**src/rtl/lut_k_cfg.sv**
```systemverilog
// lut_k_cfg: K-input LUT with serially reloadable truth table; ports: clk, rst, I/O/O_valid lookup, cfg_start/cfg_valid/cfg_bit/cfg_busy/cfg_done/cfg_out reload chain
module lut_k_cfg #(
  parameter int K = 4,
  parameter logic [(1<<K)-1:0] INIT = 16'h9701,
  parameter bit REG_OUT = 1'b1
) (
  input  logic         clk,
  input  logic         rst,
  input  logic [K-1:0] I,
  output logic         O,
  output logic         O_valid,
  input  logic         cfg_start,
  input  logic         cfg_valid,
  input  logic         cfg_bit,
  output logic         cfg_busy,
  output logic         cfg_done,
  output logic         cfg_out
);
  localparam int N = 1 << K;
  localparam logic [K:0] LAST = (K+1)'(N - 1);
  typedef enum logic {RUN, LOAD} state_t;
  state_t state;
  logic [N-1:0] tbl;
  logic [K:0] cnt;
  logic o_q;
  always_ff @(posedge clk) begin
    if (rst) begin
      tbl <= INIT;
      state <= RUN;
      cnt <= '0;
      cfg_done <= 1'b0;
      cfg_out <= INIT[0];
      o_q <= 1'b0;
      O_valid <= 1'b0;
    end else begin
      cfg_done <= 1'b0;
      O_valid <= state == RUN && !cfg_start;
      if (state == RUN) o_q <= tbl[I];
      if (cfg_start) begin
        state <= LOAD;
        cnt <= '0;
      end else if (state == LOAD && cfg_valid) begin
        tbl <= {cfg_bit, tbl[N-1:1]};
        cfg_out <= tbl[0];
        cnt <= cnt + 1'b1;
        if (cnt == LAST) begin
          state <= RUN;
          cfg_done <= 1'b1;
        end
      end
    end
  end
  assign cfg_busy = state == LOAD;
  assign O = REG_OUT ? o_q : (state == RUN ? tbl[I] : o_q);
endmodule
```
**config.mk**
```make
export PLATFORM = sky130hd
export DESIGN_NAME = lut_k_cfg
export DESIGN_NICKNAME = d
export VERILOG_FILES = /design/src/rtl/lut_k_cfg.sv
export SDC_FILE = /design/constraint.sdc
export NUM_CORES = 1
export LEC_CHECK = 0
export CELL_PAD_IN_SITES_DETAIL_PLACEMENT = 0
export CELL_PAD_IN_SITES_GLOBAL_PLACEMENT = 2
export CORE_MARGIN = 2
export CORE_UTILIZATION = 35
export CTS_CLUSTER_SIZE = 40
export DETAILED_ROUTE_END_ITERATION = 10
export GPL_TIMING_DRIVEN = 0
export PLACE_DENSITY = 0.87
export SLEW_MARGIN = 20
export SYNTH_ARGS = -nofsm -noshare
export SYNTH_HDL_FRONTEND = slang
export SYNTH_SLANG_ARGS = --single-unit
export TNS_END_PERCENT = 100
```
**constraint.sdc**
```tcl
create_clock -name clk -period 2.5 [get_ports clk]
set_clock_uncertainty 0.15 [all_clocks]
set_input_delay 0.5 -clock clk [delete_from_list [all_inputs] [get_ports clk]]
set_output_delay 0.5 -clock clk [all_outputs]
set_load 0.02 [all_outputs]
```
# == Yosys cells after proc, flatten, opt, wreduce, memory -nomap -nowiden ==
# Cells that the tools add are included.
# word_totals
reg_bits,26
elab_cells,28
# classes
reduce_logical,9
eq_ne,1
n_mux,6
n_bitwise,3
magnitude_cmp,1
addsub,1
# ops
cell,n
$add A5 B1 Y5 const B,1
$eq A5 B4 Y1 const B,1
$lt A4 B5 Y1 const B,1
$mux W1,5
$bmux W1 S4,1
$reduce_and A2 Y1,2
$reduce_bool A2 Y1,2
$not A1 Y1,3
$reduce_or A3 Y1,1
$logic_and A1 B1 Y1,2
$reduce_or A2 Y1,1
$logic_not A1 Y1,1

# == Logic depth before layout (Yosys ltp) ==
# depth
ltp_word,4
mapped_depth,7

# == Worst setup path after synthesis ==
# OpenSTA, ideal clock, no wires.
# synth_timing
path_type,input to register
startpoint,in I[2]
endpoint,reg o_q (netlist: O)
setup_ns,0.130
stages,4
path_buffers,1
required_ns,2.220
arrival_time_ns,1.365
setup_slack_ns,0.854
path_cell_list,buf_6 mux4_2 a22oi_1 o211ai_1
# synth_between
elab_chain_len,2
# synth_lines
element,line,text
from (decl),9,"input logic [K-1:0] I,"
$bmux W1 S4,--,
$mux W1 (not written as such),38,if (state == RUN) o_q <= tbl[I];
to (signal assigned),38,
to (decl),25,logic o_q;
# No other way between the ends. The select of a mux whose other input is x is not followed.
# A chain may end at the register's enable or synchronous reset.

# == Final worst setup path ==
# layout_timing
startpoint,reg state (netlist: cfg_busy)
endpoint,out cfg_busy
# layout_lines
element,line,text
from (decl),22,state_t state;
from (signal assigned),29,state <= RUN;
from (signal assigned),40,state <= LOAD;
from (signal assigned),47,state <= RUN;
to (decl),15,"output logic cfg_busy,"
# No word-level cell between the ends.

==> impl_results.md <==
* Status: completed
* RSZ-0062 raised after global routing: no
* GRT Util Overall at 14.4%
* Diode count at 0
* Register area share after synthesis at 46.3%
* Die area at around 3700 µm²
* Ratio of cells with drive above 1 in the final layout at roughly a tenth
* Critical path launch point type: flop
* Final Core Density at a little over two fifths
* Synth Area in Compound Gates at between 10% and 20%
* Mapped cell area at roughly 1100 µm²
* Die Wd at ~61 µm
* Syn. warnings at 0
* CP peak stage delay at about 650 ps
* Post-CTS Setup Inserts at 0
* Period utilisation layout at 83.4%
* Post-Layout Cell Count at about 190
* Worst setup margin at between 400 and 500 ps
* Clock sink count at 26
* Worst path required time at 1850 ps
* Pre-CTS setup slack at between 300 and 400 ps
* Mux cell area share after synthesis at approximately 7.6%
* Final nets at between 150 and 200
* Max clock buf depth at 2
* Vias in the first global route at between 800 and 900
* Slew Limit Fails at 0
* Largest net degree at the start of global routing at 15
* Post-synthesis cell count at approximately 130
* Crit path from: cfg_busy
* P_leak at about 0.51 nW
* Antenna Nets Post-Route at 0
* Area delta synth->final at 18.8%
* CTS Buf Count at 3
* Vias at roughly 900
* CTS root buf: clkbuf_4
* Post-cts resize count at 0
* Crit path DAT at between 1000 and 1500 ps
* Core Box Area at roughly 3100 µm²
* Endpoint class of the critical path: primary output
* Die Y at 60.7 µm
* Synth Register Bits at 26
* # IOs at 14
* Hold Buf Count CTS at 0
* Final setup TNS at 0 ps
* Final wirelength at roughly 2300 µm
* Syn avg cell area at around 8.7 µm²
* MaxCap Viol Count at 0
* Min Tclk post-route at about 2100 ps
* Pre-antenna DRT Iters at 4
* Wire per inst at around 12 µm
* Largest family of logic cells by synthesized area: simple AND/OR/NAND/NOR gates
* Worst-Margin Slew at between 400 and 500 ps
* Worst path slowest cell: clkdlybuf4s50_1
* Post-route cell area at between 1000 and 1500 µm²
* Fmax at 479 MHz
* Drt via density at between 4 and 5
* Rows at 20
* Slew Limit Headroom at a little over two thirds
* Unique cell type count in the Yosys netlist at 31
* Critical path buffer and inverter count at 1
* Pwr dens at 547 nW/µm²
* Simple-Gate Fraction of Synth Area at a little over a quarter
* Gp weighted congestion at around 0.71
* Total grt overflow at 0
* Worst-path cell chain: clkdlybuf4s50_1
* Drt first-iter violations at 28
* Skew-Pair Late Insertion Delay at 320 ps
* Worst Setup Path Type: reg -> out
* IO Port Bufs at 12
* Final setup viols at 0
* Synth Area in XOR/XNOR at roughly 2.3%
* CTS tree: built
* Launch point of the worst reg-to-reg path: cfg_busy
* Critical Path Fanout Max at 8
* Final hold violations at 0
* Initial antenna violation count at 0
* H-tree levels at 1
* Worst Hold Launch: tbl[7]
* Post-DP HPWL at approximately 1700 µm
* Worst vdd ir at between 0.0003 and 0.0004 V
* Placed instance area at ~1300 µm²
* Mapped Nets at between 100 and 150
* Clk slew on worst S/H paths at between 100 and 150 ps
* DP Cell Count at about 190
* First-pass GRT wire length at slightly below 4000 µm
* DRC Markers at 0
* Starting density of the core at a little under two fifths
* Top delay family on crit path: buffers and inverters
* Adder-Cell Fraction of Synth Area at ~2.2%
* Hold Path Class: reg -> reg
==> through the flow <==
| step | hold slack [ps] | power (mW) |
|---|---|---|
| CTS | 337 | 0.742 |
| floorplan | 292 | 0.496 |
| detailed placement | 315 | 0.531 |
| finish | 335 | 0.731 |
| global route | 369 | 0.771 |
| global placement | 305 | 0.530 |
==> path summary, 6_finish.rpt <==
check        endpoint  slack, ps  depth (start not counted)
max          cfg_busy        410                          1
min            tbl[7]        330                          2
max reg2reg    tbl[6]        890                          5
min reg2reg    tbl[7]        330                          2
==> state kept, by name, summed over array words and instances (netlist names) <==
name / count
O: 1
O_valid: 1
cfg_busy: 1
cfg_done: 1
cfg_out: 1
cnt: 5
tbl: 16
==> cell usage after synthesis, drive strengths merged <==
library cell	instances	share of area [%]
nand2	40	13
dfxtp	26	46
a21oi	12	5.3
nor2	8	2.9
nand3b	7	4.7
buf	5	3.8
mux2i	4	3.6
clkbuf	3	1.0
a221oi	2	2.1
ha	2	2.2
inv	2	0.67
mux4	2	4.0
xor2	2	1.6
a211oi	1	0.67
a22oi	1	0.67
and2	1	0.56
and3	1	0.56
nand2b	1	0.56
nand4	1	0.56
nor2b	1	0.56
nor3	1	0.44
o211ai	1	0.67
o21bai	1	0.67
or2	1	0.56
or3	1	0.56
or3b	1	0.78
xnor2	1	0.78
==> logic make-up (layout without fill, tap and decap cells) <==
family / Yosys count / after routing
AO/OA/AOI/OAI: 18 / 18
XOR/XNOR: 3 / 3
adder cells (fa/ha/maj): 2 / 2
buffers and inverters: 10 / 26
flip-flops: 26 / 26
multiplexers: 6 / 6
AND/OR/NAND/NOR: 64 / 64
==> where the power goes <==
group          internal, mW  leakage, nW  switching, mW
clock                0.0890       0.0210          0.120
sequential            0.427        0.211        0.00942
combinational        0.0435        0.275         0.0416
==> routing by layer <==
| metal | global-route usage (%) | share of wire [%] |
|---|---|---|
| met1 | 20.2 | 51 |
| met2 | 22.0 | 44 |
| met3 | 4.48 | 3.5 |
| met4 | 2.80 | 0.84 |
| met5 | 0 | 0 |
==> cells in the final DEF, fill, tap and decap left out, drive strengths merged, types with 4 or more instances in the layout <==
master and n:
mux2i 4, clkdlybuf4s50 12, dfxtp 26, a21oi 12, nor2 8, clkbuf 7
buf 5, nand2 40, nand3b 7
==> final cells by class <==
class	instances	area, µm²
plain buffers	8	53.8
well taps	44	55.1
clock buffers	4	36.3
fillers	316	1720
inverters	2	7.51
repair buffers	12	120
multi-input cells	93	543
flip-flops and latches	26	520
No activity file was read; power rests on OpenSTA's default activity.
